--- src/rtl/mac_pkg.sv ---
// Shared types and default sizing for the multiply-accumulate stage.
package mac_pkg;

    typedef enum logic [1:0] {
        ST_IDLE  = 2'd0,
        ST_ACCUM = 2'd1,
        ST_HOLD  = 2'd2
    } state_t;

    localparam int PROD_W        = 33;
    localparam int ACC_W_DEF     = 40;
    localparam int MAX_TERMS_DEF = 256;
    localparam int CNT_W_DEF     = 16;

endpackage

--- src/rtl/sat_adder.sv ---
// Unsigned W-bit adder that clamps to all ones on carry-out; combinational.
module sat_adder #(
    parameter int W = 40
) (
    input  logic [W-1:0] i_a,
    input  logic [W-1:0] i_b,
    output logic [W-1:0] o_sum,
    output logic         o_carry
);

    logic [W:0] w_full;

    assign w_full  = {1'b0, i_a} + {1'b0, i_b};
    assign o_carry = w_full[W];
    assign o_sum   = w_full[W] ? {W{1'b1}} : w_full[W-1:0];

endmodule

--- src/rtl/mac_accumulator.sv ---
// Sums a packet of multiplier products into a saturating accumulator; result valid the cycle after the last beat.
// Input is stalled (in_ready low) while a result waits for out_ready; all handshake outputs are registered.
module mac_accumulator
    import mac_pkg::*;
#(
    parameter int ACC_W     = ACC_W_DEF,
    parameter int MAX_TERMS = MAX_TERMS_DEF,
    parameter int CNT_W     = CNT_W_DEF
) (
    input  logic              clk,
    input  logic              rst,
    input  logic              clr,
    input  logic [PROD_W-1:0] in_product,
    input  logic              in_valid,
    input  logic              in_last,
    output logic              in_ready,
    output logic [ACC_W-1:0]  out_result,
    output logic [CNT_W-1:0]  out_count,
    output logic              out_ovf,
    output logic              out_valid,
    input  logic              out_ready
);

    state_t             r_state;
    logic [ACC_W-1:0]   r_acc;
    logic [CNT_W-1:0]   r_cnt;
    logic               r_ovf;
    logic               r_in_ready;
    logic               r_out_valid;
    logic [ACC_W-1:0]   r_out_result;
    logic [CNT_W-1:0]   r_out_count;
    logic               r_out_ovf;

    logic               w_first;
    logic               w_accept;
    logic               w_last;
    logic               w_carry;
    logic               w_new_ovf;
    logic [ACC_W-1:0]   w_add_a;
    logic [ACC_W-1:0]   w_prod_ext;
    logic [ACC_W-1:0]   w_sum;
    logic [CNT_W-1:0]   w_new_cnt;

    // The first beat of a packet adds onto zero, so one adder covers both load and accumulate.
    assign w_first    = (r_state == ST_IDLE);
    assign w_add_a    = w_first ? '0 : r_acc;
    assign w_prod_ext = ACC_W'(in_product);
    assign w_new_cnt  = w_first ? CNT_W'(1) : r_cnt + CNT_W'(1);
    assign w_new_ovf  = (!w_first && r_ovf) || w_carry;
    assign w_last     = in_last || (w_new_cnt == CNT_W'(MAX_TERMS));
    assign w_accept   = in_valid && r_in_ready;

    sat_adder #(
        .W (ACC_W)
    ) u_sat_adder (
        .i_a     (w_add_a),
        .i_b     (w_prod_ext),
        .o_sum   (w_sum),
        .o_carry (w_carry)
    );

    always_ff @(posedge clk) begin
        if (rst) begin
            r_state      <= ST_IDLE;
            r_acc        <= '0;
            r_cnt        <= '0;
            r_ovf        <= 1'b0;
            r_in_ready   <= 1'b1;
            r_out_valid  <= 1'b0;
            r_out_result <= '0;
            r_out_count  <= '0;
            r_out_ovf    <= 1'b0;
        end else if (clr) begin
            r_state     <= ST_IDLE;
            r_acc       <= '0;
            r_cnt       <= '0;
            r_ovf       <= 1'b0;
            r_in_ready  <= 1'b1;
            r_out_valid <= 1'b0;
        end else begin
            case (r_state)
                ST_IDLE, ST_ACCUM: begin
                    if (w_accept) begin
                        r_acc <= w_sum;
                        r_cnt <= w_new_cnt;
                        r_ovf <= w_new_ovf;
                        if (w_last) begin
                            r_out_result <= w_sum;
                            r_out_count  <= w_new_cnt;
                            r_out_ovf    <= w_new_ovf;
                            r_out_valid  <= 1'b1;
                            r_in_ready   <= 1'b0;
                            r_state      <= ST_HOLD;
                        end else begin
                            r_state <= ST_ACCUM;
                        end
                    end
                end
                ST_HOLD: begin
                    if (out_ready) begin
                        r_out_valid <= 1'b0;
                        r_in_ready  <= 1'b1;
                        r_state     <= ST_IDLE;
                    end
                end
                default: begin
                    r_state    <= ST_IDLE;
                    r_in_ready <= 1'b1;
                end
            endcase
        end
    end

    assign in_ready   = r_in_ready;
    assign out_valid  = r_out_valid;
    assign out_result = r_out_result;
    assign out_count  = r_out_count;
    assign out_ovf    = r_out_ovf;

endmodule

--- config.mk ---
export PLATFORM = sky130hd
export DESIGN_NAME = mac_accumulator
export DESIGN_NICKNAME = d
export VERILOG_FILES = /design/src/rtl/mac_pkg.sv /design/src/rtl/sat_adder.sv /design/src/rtl/mac_accumulator.sv
export SDC_FILE = /design/constraint.sdc
export NUM_CORES = 1
export LEC_CHECK = 0
export ABC_AREA = 1
export CORE_MARGIN = 2
export CORE_UTILIZATION = 57
export CTS_BUF_LIST = sky130_fd_sc_hd__clkbuf_8 sky130_fd_sc_hd__clkbuf_16
export DETAILED_ROUTE_END_ITERATION = 10
export PLACE_DENSITY = 0.81
export SETUP_SLACK_MARGIN = 0.2
export SYNTH_ARGS = -nofsm -noshare
export SYNTH_HDL_FRONTEND = slang
export SYNTH_SLANG_ARGS = --single-unit
--- constraint.sdc ---
create_clock -name clk -period 4.3 [get_ports clk]
set_input_delay 0.645 -clock clk [delete_from_list [all_inputs] [get_ports clk]]
set_output_delay 0.645 -clock clk [all_outputs]
set_load 0.02 [all_outputs]
Word-level counts from Yosys, hierarchy flattened:

Cells that the tools add are included.

* input bits: 39
* register bits: 118
* logic and storage cells: 47
* output and inout bits: 59

* muxes and demuxes: 15
* $add $sub $neg: 2
* equal/unequal tests: 6
* bitwise logic cells: 1
* reduce and logical (&&, ||, !) cells: 14

Operators with widths (count)
* $mux 40: 2
* $add 40x33->41: 1
* $add 16x1->16 const B: 1
* $eq 16x9->1 const B: 1
* $mux 16: 1
* $reduce_and 4->1: 2
* $mux 1: 6
* $mux 2: 3
* $ne 2x2->1 const B: 3
* $pmux 1 s2: 2
* $pmux 2 s2: 1
* $reduce_and 2->1: 2
* $reduce_or 2->1: 2
* $reduce_and 3->1: 1
* $eq 2x1->1 const B: 1
* $eq 2x2->1 const B: 1
* $logic_and 1x1->1: 2
* $logic_not 2->1: 1
* $logic_or 1x1->1: 2
* $reduce_bool 2->1: 1
* $logic_not 1->1: 1
* $not 1->1: 1

Longest topological paths before layout:

* word-level depth: 7
* depth in mapped cells: 21
* depth with buffers taken out: 19

By module:

From an unflattened synthesis, not the netlist that was laid out.

* cell total of the unflattened synthesis: 1439
* area total of the unflattened synthesis: 8728.4 um2

By module, submodules not included
* mac_accumulator: area an instance 5459.0 um2, cells each 765, times used 1, sequential area each 2362.3 um2
* sat_adder: area an instance 3269.4 um2, cells each 674, times used 1, sequential area each 0.0 um2

Worst setup path after synthesis:

OpenSTA, ideal clock, no wires.

* path type: reg2reg
* from: reg r_state[1]
* to: reg r_acc[17]
* library setup time: 115 ps
* clock period less this slack: 3105 ps
* stages on the path, launching flop included: 20
* data required time: 4185 ps
* buffers on the path: 3
* slack: 1195 ps
* arrival time: 2989 ps
* cell sequence: dfxtp_1 nor2_1 clkbuf_1 clkbuf_1 nor2_1 ha_1 fa_1 nand2_1 nand3_1 nand3_1 nand2_1 nand2_1 nand3_1 nand2_1 nand2_1 inv_2 buf_2 nand2_1 o21ai_0 inv_1

* cells in the longest elaborated chain, start to end: 4
* elaborated cells on any way between the ends: 7
* classes of those cells: 1 x add/sub; 1 x eq/ne; 2 x mux; 3 x reduce/logical

Ends and longest elaborated chain
* from (decl): line mac_accumulator.sv:24 `state_t r_state;`
* from (signal assigned): line mac_accumulator.sv:64 `r_state <= ST_IDLE;`
* from (signal assigned): line mac_accumulator.sv:74 `r_state <= ST_IDLE;`
* from (signal assigned): line mac_accumulator.sv:93 `r_state <= ST_HOLD;`
* $logic_not 2->1: line mac_accumulator.sv:45, mac_accumulator.sv:81
* $mux 40: line mac_accumulator.sv:46 `assign w_add_a = w_first ? '0 : r_acc;`
* $add 40x33->41: line sat_adder.sv:13 `assign w_full = {1'b0, i_a} + {1'b0, i_b};`
* $mux 40: line sat_adder.sv:15 `assign o_sum = w_full[W] ? {W{1'b1}} : w_full[W-1:0];`
* to (signal assigned): line mac_accumulator.sv:84 `r_acc <= w_sum;`
* to (decl): line mac_accumulator.sv:25 `logic [ACC_W-1:0] r_acc;`

Parallel ways exist; a longest one is shown, timed or not.
A chain may end at the register's enable or synchronous reset.

Final worst setup path:

* from: reg r_state[1]
* to: reg r_out_result[32] (netlist: out_result[32])

* cells in the longest elaborated chain, start to end: 5
* elaborated cells on any way between the ends: 10
* classes of those cells: 1 x add/sub; 2 x eq/ne; 3 x mux; 4 x reduce/logical

Ends and longest elaborated chain
* branches (longest 5 deep; another with $add 40x33->41)
* to (signal assigned): line mac_accumulator.sv:88 `r_out_result <= w_sum;`
* to (decl): line mac_accumulator.sv:30 `logic [ACC_W-1:0] r_out_result;`

Several ways; the timed one is not identified.

==> impl_metrics.csv <==
group,metric,value,unit
clock_tree,cts_tree,"done",
clock_tree,clk_pin_slew,0.06,ns
clock_tree,post_cts_buffers,0,
finish,diodes,0,
finish,multi_input_area,4541,µm²
logic_synthesis,syn_inst,1366,
finish,fin_area,9687,µm²
floorplan,initial_core_util,58.06,%
sta,fmaxAchievable,305.7,MHz
clock_tree,cts-buffers-inserted,17,
clock_tree,clk_latency,0.42,ns
route,wire_per_inst,14.20,µm
worst_setup_path,startpoint_type,"flip-flop",
floorplan,io_pins,98,
logic_synthesis,synth_nets,1440,
finish,drive_gt1_share,4.181,%
worst_setup_path,cp_data_required_time,4.61,ns
logic_synthesis,synthTopCellsByArea,"dfxtp_1 (30%), nand2_1 (17%), nor2_1 (12%)",
sta,setup_tns,0,ns
place,portBuffers,97,
place,dp_hpwl,16730,µm
route,ant_nets,0,
route,first_iter_violations,798,
worst_setup_path,cp_max_fo,42,
logic_synthesis,synth_top_area_share,29.54,%
run_status,status,"completed",
hold_path,hold_path_class,"flip-flop to flip-flop",
clock_tree,clock-sinks,118,
sta,slew_headroom,31.40,%
grt,antenna_found_initial,0,
grt,grtUsageTotal,32.05,%
floorplan,num_rows,43,
logic_synthesis,netlist_area,7996,µm²
route,wirelength,23270,µm
power,total_power,3.136,mW
sta,finalHoldViolCount,0,
sta,setup_viol,0,
logic_synthesis,syn_avg_cell_area,5.854,µm²
worst_setup_path,worstSetupPathType,"flip-flop to flip-flop",
grt,grt_pass1_vias,7811,
logic_synthesis,synth_top_cell_by_area,"dfxtp_1",
floorplan,fp.dieW,122.4,µm
sta,finalCritPeriodShare,76.08,%
finish,num-nets-final,1520,
finish,area_growth_syn_to_layout,21.14,%
sta,rsz0062_at_grt,"no",
power,power-per-cell-area,323.8,nW/µm²
finish,mostFrequentLayoutCells,"nand2_1 (360), nor2_1 (253), inv_1 (226), dfxtp_1 (118), clkdlybuf4s50_1 (97)",
power,irDropWorstVdd,0.2750,mV
clock_tree,clock-root-buffer,"clkbuf_16",
logic_synthesis,ys_seq_area_share,29.54,%
floorplan,dieArea,14990,µm²
route,drc,0,
worst_setup_path,arrival,3.58,ns
clock_tree,cts_max_level,4,
sta,worst_slew_pin_slew,1.028,ns
place,dp_slack,0.7774,ns
finish,final.fill_count,1264,
sta,whs,0.4749,ns
route,drt_first_pass_iters,5,
floorplan,core-area,13770,µm²
power,p_leak,4.876,nW
grt,overflow,0,
floorplan,die_h,122.4,µm
sta,drv_slew,0,
clock_tree,hold_buffers,0,
logic_synthesis,ys_ff_latch,118,
grt,grt_max_degree,72,
clock_tree,post_cts_resized,0,
logic_synthesis,synth_cell_types,34,
route,routed_via_density,5.239,
route,vias,8587,
clock_tree,ctsLongestPathBuffers,2,
sta,finalCriticalPeriod,3.271,ns
sta,setup_ws,1.029,ns
run,maxCapViolCount,0,
finish,layout_commonest_cell,"nand2_1",
grt,grt_pass1_wl,37710,µm
place,gp_congestion,0.9694,
logic_synthesis,ys_warn_count,0,
place,place_area,9064,µm²
sta,skew,0.008763,ns
worst_setup_path,endpoint_kind,"flip-flop",
finish,seq_area,2362,µm²
-- Yosys cell counts --
library cell,number
nor2_4,1
o21ai_1,2
a21boi_0,1
nor3_2,1
nor2_2,5
nand4_1,9
o31ai_1,1
o22ai_1,1
nand3_1,91
fa_1,1
nor3_1,6
or2_2,2
o21bai_1,4
clkbuf_1,28
nor4_1,2
xnor2_1,18
buf_2,8
inv_2,2
nor2_1,255
a21oi_1,83
o21ai_0,78
buf_4,2
a31oi_1,6
nand2_2,5
dfxtp_1,118
nand3_2,2
buf_6,7
clkinv_1,1
ha_1,34
nand2_1,360
xor2_1,4
and3_1,1
nand3b_1,1
inv_1,226
-- layout make-up --
cell class              count  area share [%]
multi-input cells         974           46.87
flip-flops and latches    118           24.39
repair buffers            106           11.11
inverters                 229           8.874
clock buffers              19           4.676
well taps                 180           2.325
clock inverters            13           1.757
-- metrics by stage --
step	util (%)	cells
after global placement	65.81	1607
after detailed placement	65.81	1607
after global routing	70.33	1639
after CTS	70.33	1639
after floorplan	-	1366
final	70.33	1639
-- report_power, final --
part | internal (mW) | switching [mW]
sequential | 1.15 | 0.0316
clock | 0.948 | 0.548
combinational | 0.177 | 0.284
total | 2.27 | 0.864
-- per-layer routing --
layer  track usage, %  part of all wire [%]  vias up
li1                 -                     -     4382
met1            43.39                    46     3892
met2            52.01                    45      276
met3            6.831                   6.9       37
met4            8.046                   1.6        0
met5                0                     0        -
-- final timing paths --
path / slack (ns) / depth (start not counted) / from / end
worst max-delay path: 1.03 / 18 / r_state[1]$_SDFFE_PP0P_ / out_result[32]$_SDFFE_PP0P_
worst min-delay path: 0.47 / 2 / out_count[12]$_SDFFE_PP0P_ / out_count[12]$_SDFFE_PP0P_
worst max register to register: 1.03 / 18 / r_state[1]$_SDFFE_PP0P_ / out_result[32]$_SDFFE_PP0P_
worst min register to register: 0.47 / 2 / out_count[12]$_SDFFE_PP0P_ / out_count[12]$_SDFFE_PP0P_
-- registers in the layout (all words and copies together) (netlist names) --
register,flops
out_result,40
r_acc,40
r_ovf,1
out_count,16
in_ready,1
out_valid,1
r_cnt,16
out_ovf,1
r_state,2
-- cell families after synthesis --
| kind of cell | count (synthesis) | synth area share, % |
|---|---|---|
| compound gates | 176 | 11.31 |
| simple gates | 741 | 37.43 |
| xor+xnor | 22 | 2.410 |
| flops | 118 | 29.54 |
| buf+inv | 274 | 13.74 |
| fa+ha+maj | 35 | 5.570 |
-- critical path: stages, from the launching register on --
cell     delay (ns)
dfxtp_1        0.36
nor2_2         0.17
buf_12         0.25
nor2_1         0.07
ha_1           0.21
fa_1           0.39
nand2_1        0.09
nand3_1        0.12
nand3_1        0.10
nand2_1        0.13
nand2_1        0.09
nand3_1        0.11
nand2_1        0.08
nand2_1        0.09
inv_2          0.36
buf_12         0.21
nand3_1        0.10
nor2_1         0.14
nor2_1         0.07
No activity file was read; power rests on OpenSTA's default activity.
